### config.mk
export PLATFORM = sky130hd
export DESIGN_NAME = seg_frame_decoder
export DESIGN_NICKNAME = d
export VERILOG_FILES = /design/src/rtl/seg_frame_decoder.sv
export SDC_FILE = /design/constraint.sdc
export NUM_CORES = 1
export LEC_CHECK = 0
export ABC_AREA = 0
export BUFFER_PORTS_ARGS = -buffer_cell sky130_fd_sc_hd__clkbuf_2
export CELL_PAD_IN_SITES_DETAIL_PLACEMENT = 1
export CELL_PAD_IN_SITES_GLOBAL_PLACEMENT = 2
export CORE_MARGIN = 2
export CORE_UTILIZATION = 42
export CTS_CLUSTER_SIZE = 16
export DETAILED_ROUTE_END_ITERATION = 6
export PLACE_DENSITY_LB_ADDON = 0.1
export SLEW_MARGIN = 20
export SYNTH_ARGS = -nofsm -noshare
export SYNTH_HDL_FRONTEND = slang
export SYNTH_SLANG_ARGS = --single-unit
### constraint.sdc
create_clock -name clk -period 8.13 [get_ports clk]
set_clock_uncertainty 0.05 [all_clocks]
set_input_delay 0 -clock clk [delete_from_list [all_inputs] [get_ports clk]]
set_output_delay 0 -clock clk [all_outputs]
set_load 0.1 [all_outputs]
### src/rtl/seg_frame_decoder.sv
// Recovers hex digits from eight active-low 7-segment buses once they have been stable, one digit per cycle.
// Optional macro SEG_DECODE_CHANGE_ONLY_EN suppresses frames identical to the last accepted one.
module seg_frame_decoder #(
  parameter int STABLE_CYCLES = 4
) (
  input  logic        clk,
  input  logic        rst,
  input  logic [6:0]  seg0,
  input  logic [6:0]  seg1,
  input  logic [6:0]  seg2,
  input  logic [6:0]  seg3,
  input  logic [6:0]  seg4,
  input  logic [6:0]  seg5,
  input  logic [6:0]  seg6,
  input  logic [6:0]  seg7,
  input  logic        ready,
  output logic        valid,
  output logic [31:0] digits,
  output logic [7:0]  blank_mask,
  output logic [7:0]  err_mask,
  output logic [15:0] frame_cnt
);

  localparam int SCW = (STABLE_CYCLES < 2) ? 1 : $clog2(STABLE_CYCLES + 1);
  localparam logic [SCW-1:0] STAB_MAX = SCW'(STABLE_CYCLES);

  typedef enum logic [1:0] {
    IDLE = 2'd0,
    SCAN = 2'd1,
    OUT  = 2'd2
  } state_t;

  // Returns {err, blank, nibble} for one active-low abcdefg pattern.
  function automatic logic [5:0] decode_seg(input logic [6:0] s);
    logic [5:0] r;
    r = 6'b000000;
    case (s)
      7'b0000001: r = 6'h00;
      7'b1001111: r = 6'h01;
      7'b0010010: r = 6'h02;
      7'b0000110: r = 6'h03;
      7'b1001100: r = 6'h04;
      7'b0100100: r = 6'h05;
      7'b0100000: r = 6'h06;
      7'b0001111: r = 6'h07;
      7'b0000000: r = 6'h08;
      7'b0000100: r = 6'h09;
      7'b0001000: r = 6'h0A;
      7'b1100000: r = 6'h0B;
      7'b0110001: r = 6'h0C;
      7'b1000010: r = 6'h0D;
      7'b0110000: r = 6'h0E;
      7'b0111000: r = 6'h0F;
      7'b1111111: r = 6'b010000;
      default:    r = 6'b100000;
    endcase
    return r;
  endfunction

  state_t          state, state_nx;
  logic [7:0][6:0] bus, in_q, snap;
  logic [SCW-1:0]  stab_cnt;
  logic [2:0]      idx;
  logic [7:0][3:0] dig_sh, dig_nx, dig_q;
  logic [7:0]      blank_sh, blank_nx, err_sh, err_nx;
  logic [5:0]      dec;
  logic            hs, scan_last, capture, suppress, emit;

  assign bus       = {seg7, seg6, seg5, seg4, seg3, seg2, seg1, seg0};
  assign hs        = (state == OUT) && ready;
  assign scan_last = (state == SCAN) && (idx == 3'd7);
  assign capture   = (state == IDLE) && (stab_cnt == STAB_MAX);
  assign emit      = scan_last && !suppress;
  assign digits    = dig_q;

  // Shadow update for the digit under decode; on the last digit this is the complete frame.
  always_comb begin
    dec           = decode_seg(snap[idx]);
    dig_nx        = dig_sh;
    blank_nx      = blank_sh;
    err_nx        = err_sh;
    dig_nx[idx]   = dec[3:0];
    blank_nx[idx] = dec[4];
    err_nx[idx]   = dec[5];
  end

`ifdef SEG_DECODE_CHANGE_ONLY_EN
  logic [7:0][3:0] last_dig;
  logic [7:0]      last_blank, last_err;

  assign suppress = scan_last &&
                    ({dig_nx, blank_nx, err_nx} == {last_dig, last_blank, last_err});

  always_ff @(posedge clk or negedge rst) begin
    if (!rst) begin
      last_dig   <= '0;
      last_blank <= '0;
      last_err   <= '0;
    end else if (hs) begin
      last_dig   <= dig_q;
      last_blank <= blank_mask;
      last_err   <= err_mask;
    end
  end
`else
  assign suppress = 1'b0;
`endif

  always_ff @(posedge clk or negedge rst) begin
    if (!rst) state <= IDLE;
    else      state <= state_nx;
  end

  always_comb begin
    state_nx = state;
    case (state)
      IDLE:    if (capture) state_nx = SCAN;
      SCAN:    if (scan_last) state_nx = suppress ? IDLE : OUT;
      OUT:     if (ready) state_nx = IDLE;
      default: state_nx = IDLE;
    endcase
  end

  // Stability window restarts on any bus change and after every accepted or dropped frame.
  always_ff @(posedge clk or negedge rst) begin
    if (!rst) begin
      in_q     <= '0;
      stab_cnt <= '0;
    end else begin
      in_q <= bus;
      if (hs || suppress)
        stab_cnt <= '0;
      else if (bus != in_q)
        stab_cnt <= '0;
      else if (stab_cnt != STAB_MAX)
        stab_cnt <= stab_cnt + 1'b1;
    end
  end

  always_ff @(posedge clk or negedge rst) begin
    if (!rst) begin
      snap       <= '0;
      idx        <= '0;
      dig_sh     <= '0;
      blank_sh   <= '0;
      err_sh     <= '0;
      dig_q      <= '0;
      blank_mask <= '0;
      err_mask   <= '0;
      valid      <= 1'b0;
      frame_cnt  <= '0;
    end else begin
      if (capture) begin
        snap <= in_q;
        idx  <= 3'd0;
      end
      if (state == SCAN) begin
        idx      <= idx + 3'd1;
        dig_sh   <= dig_nx;
        blank_sh <= blank_nx;
        err_sh   <= err_nx;
      end
      if (emit) begin
        dig_q      <= dig_nx;
        blank_mask <= blank_nx;
        err_mask   <= err_nx;
        valid      <= 1'b1;
      end else if (hs) begin
        valid     <= 1'b0;
        frame_cnt <= frame_cnt + 16'd1;
      end
    end
  end

endmodule
==> flow_summary_export.csv <==
group,metric,value,unit
route,viasPerCell,5.30,
synthesis,synth_top_cell_area_share,58.4,%
power,finalPower,2.67,mW
global_route,grt_max_degree,97,
synthesis,yosys.cell_types.count,58,
final_layout,multiInputGateArea,3950,µm²
floorplan,num_rows,56,
timing,tns,0,ns
route,drt_iter0_drc,311,
global_route,overflow,0,
placed_design,portBuffers,123,
clock_tree,cts.sinks,233,
route,wl_met1,12.5,mm
final_layout,drive_gt1_share,26.6,%
synthesis,synth_cells,854,
clock_tree,htree_levels,1,
synthesis,seq_area_frac_synth,58.4,%
route,drc,0,
route,vias,7247,
timing,rsz0062_at_grt,"false",
setup_path,rrSetupSlack,4.40,ns
timing,setup_viol,0,
placed_design,place_inst,1261,
setup_path,path_common_cell,"o21ai_1",
power,pwr_density_cell,214,nW/µm²
synthesis,yosys.area.top_type,"dfrtp_1",
synthesis,yosysWarnings,0,
final_layout,final_area,12500,µm²
floorplan,die_area,25000,µm²
floorplan,initial_core_util,42.7,%
final_layout,seqCellArea,5830,µm²
route,finalWirelength,27.6,mm
setup_path,cp_cell_sequence,"mux4_2, mux2i_2, or4_1, o21ai_1, or4_4, o21ai_1",
route,drtPass1Iterations,4,
timing,final_max_slew_viol_count,0,
timing,slew_headroom,32.6,%
timing,fmax,268,MHz
setup_path,ff2ff_path_depth,6,
clock_tree,clockRootBuffer,"clkbuf_16",
setup_path,cp_slowest_cell,"dfrtp_1",
power,peakVddDrop,0.165,mV
final_layout,antenna_cells,0,
setup_path,endpoint_kind,"flop",
power,p_leak,5.79,nW
clock_tree,cts_tree,"done",
synthesis,avgSynthCellArea,11.7,µm²
synthesis,ys_ff_latch,233,
route,wl_met2,13.5,mm
clock_tree,clockBufferDepth,3,
synthesis,netlist_top_cells_area,"dfrtp_1, mux2_2, nand2_1",
setup_path,worstReg2RegStart,"idx[2]",
global_route,grt_pass1_vias,7690,
synthesis,synth_edf_count,0,
synthesis,synth_area,9990,µm²
flow_run,cap_violations,0,
timing,finalHoldViolCount,0,
route,routed.top_layer,"met4",
setup_path,reg2reg_to,"err_mask[3]",
final_layout,area_growth,25.0,%
global_route,grt_pass1_wl,43.9,mm
synthesis,synth-async-reset-ratio,100,%
placed_design,place_congestion,0.869,
placed_design,place_hpwl,18.7,mm
setup_path,cp.arrival,4.12,ns
timing,fin_crit_sh,45.8,%
clock_tree,clk_latency,0.54,ns
timing,worst_pin_slew,1.00,ns
route,met3RoutedLength,1.22,mm
floorplan,die_x,158,µm
floorplan,die_h,158,µm
setup_path,critPathKind,"flop to flop",
setup_path,crit_required,8.52,ns
timing,period_needed,3.73,ns
clock_tree,clk_pin_slew,0.06,ns
clock_tree,cts.repair.resized,0,
route,wl_per_cell,20.2,µm
final_layout,num-fill-cells,2491,
final_layout,finalNonFillerCells,1368,
final_layout,final_nets,1093,
setup_path,setup.worst_path.start_class,"flop",
route,ant_nets,0,
setup_path,cp_max_fo,24,
setup_path,max_stage_delay,0.94,ns
clock_tree,cts_buffers,26,
timing,whs,0.0148,ns
synthesis,syn_nets,918,
run_status,outcome,"completed",
synthesis,ys.flop_type,"dfrtp_1",
floorplan,core,23400,µm²
global_route,track_usage,22.8,%
hold_path,hold_class,"primary input to asynchronous set/reset pin",
floorplan,io_pins,124,
global_route,antenna_found_initial,0,
placed_design,place_area,10900,µm²
synthesized netlist by cell type (5+ instances only):
master,instances
nor4_1,9
nand4_1,16
clkbuf_1,23
a21oi_1,10
xnor2_1,38
and3_1,5
o21ai_0,86
nor2b_1,6
a22oi_1,16
nand3_1,15
dfrtp_1,233
o21ai_2,10
nor3_1,18
nand2_1,117
mux2_2,61
xor2_1,35
buf_2,5
mux4_2,14
nor2_1,40
nand2b_1,5
buf_1,8
ha_1,5
o21ai_1,27
state kept, by name, indices dropped and copies added (netlist names):
register    count
err_mask        8
idx             3
digits         32
stab_cnt        3
blank_mask      8
in_q           56
err_sh          8
blank_sh        8
frame_cnt      16
valid           1
snap           56
state           2
dig_sh         32
area by class of cell:
type                       instances  area share, %
clock buffer                      30           5.49
multi-input combinational        575           31.6
inverter                           4          0.120
tap                              319           3.20
clock inverter                    18           2.53
sequential                       233           46.7
timing repair buffer             189           10.3
worst max-delay path by stage:
| stage | startpoint | endpoint | slack [ns] |
|---|---|---|---|
| floorplan | idx[0] | err_sh[0] | 5.23 |
| global placement | idx[2] | err_mask[5] | 4.66 |
| detailed placement | idx[2] | err_mask[3] | 4.44 |
| CTS | idx[2] | err_mask[3] | 4.41 |
| global route | idx[2] | err_mask[3] | 4.19 |
| finish | idx[2] | err_mask[3] | 4.40 |
per-layer routing:
layer / global-route usage, % / vias up
met4: 3.99 / 0
met3: 3.09 / 31
met5: 0 / -
li1: - / 3350
met1: 31.9 / 3699
met2: 38.6 / 167
kinds of logic (layout without fill, tap and decap cells):
kind of cell	Yosys count	after routing	synth area share [%]
simple gates	249	249	11.5
flops	233	233	58.4
compound gates	165	165	9.79
mux	83	83	11.1
xor+xnor	73	73	6.40
buf+inv	46	241	2.18
fa+ha+maj	5	5	0.626
cell usage in the layout, fill, tap and decap left out, types with 4 or more instances in the layout:
master	Yosys	routed
a21oi_1	10	10
a22oi_1	16	16
and3_1	5	5
buf_4	1	7
bufinv_16	0	8
clkbuf_16	0	26
clkbuf_2	1	122
clkinv_2	0	4
clkinvlp_4	0	4
dfrtp_1	233	233
dlygate4sd3_1	0	58
ha_1	5	5
inv_1	4	4
mux2_2	61	61
mux2i_1	4	4
mux4_2	14	14
nand2_1	117	116
nand2b_1	5	5
nand3_1	15	15
nand4_1	16	16
nor2_1	40	40
nor2b_1	6	6
nor3_1	18	17
nor4_1	9	9
o21ai_0	86	86
o21ai_1	27	27
o21ai_2	10	10
xnor2_1	38	38
xor2_1	35	35
where the power goes:
| group | internal, mW | switching (mW) | leakage [nW] |
|---|---|---|---|
| logic | 0.0503 | 0.0761 | 2.19 |
| registers | 1.18 | 0.0148 | 3.12 |
| clock network | 0.862 | 0.489 | 0.477 |
stage by stage:
stage | setup slack, ns | utilization [%]
after floorplan | 5.23 | -
after global routing | 4.19 | 53.3
after global placement | 4.66 | 46.5
after CTS | 4.41 | 53.2
final | 4.40 | 53.3
after detailed placement | 4.44 | 46.5
what timing repair did:
item / CTS / global route
hold buffers: 58 / 0
setup endpoints to repair: 0 / 0
buffers inserted: 0 / 0
hold endpoints to repair: 159 / 0
critical path: cells and delay by family (launching register included):
kind / cells / cell delay, ns
flops: 1 / 0.94
compound gates: 2 / 0.33
simple gates: 2 / 1.31
mux: 2 / 0.98
(Power assumes the default switching activity.)
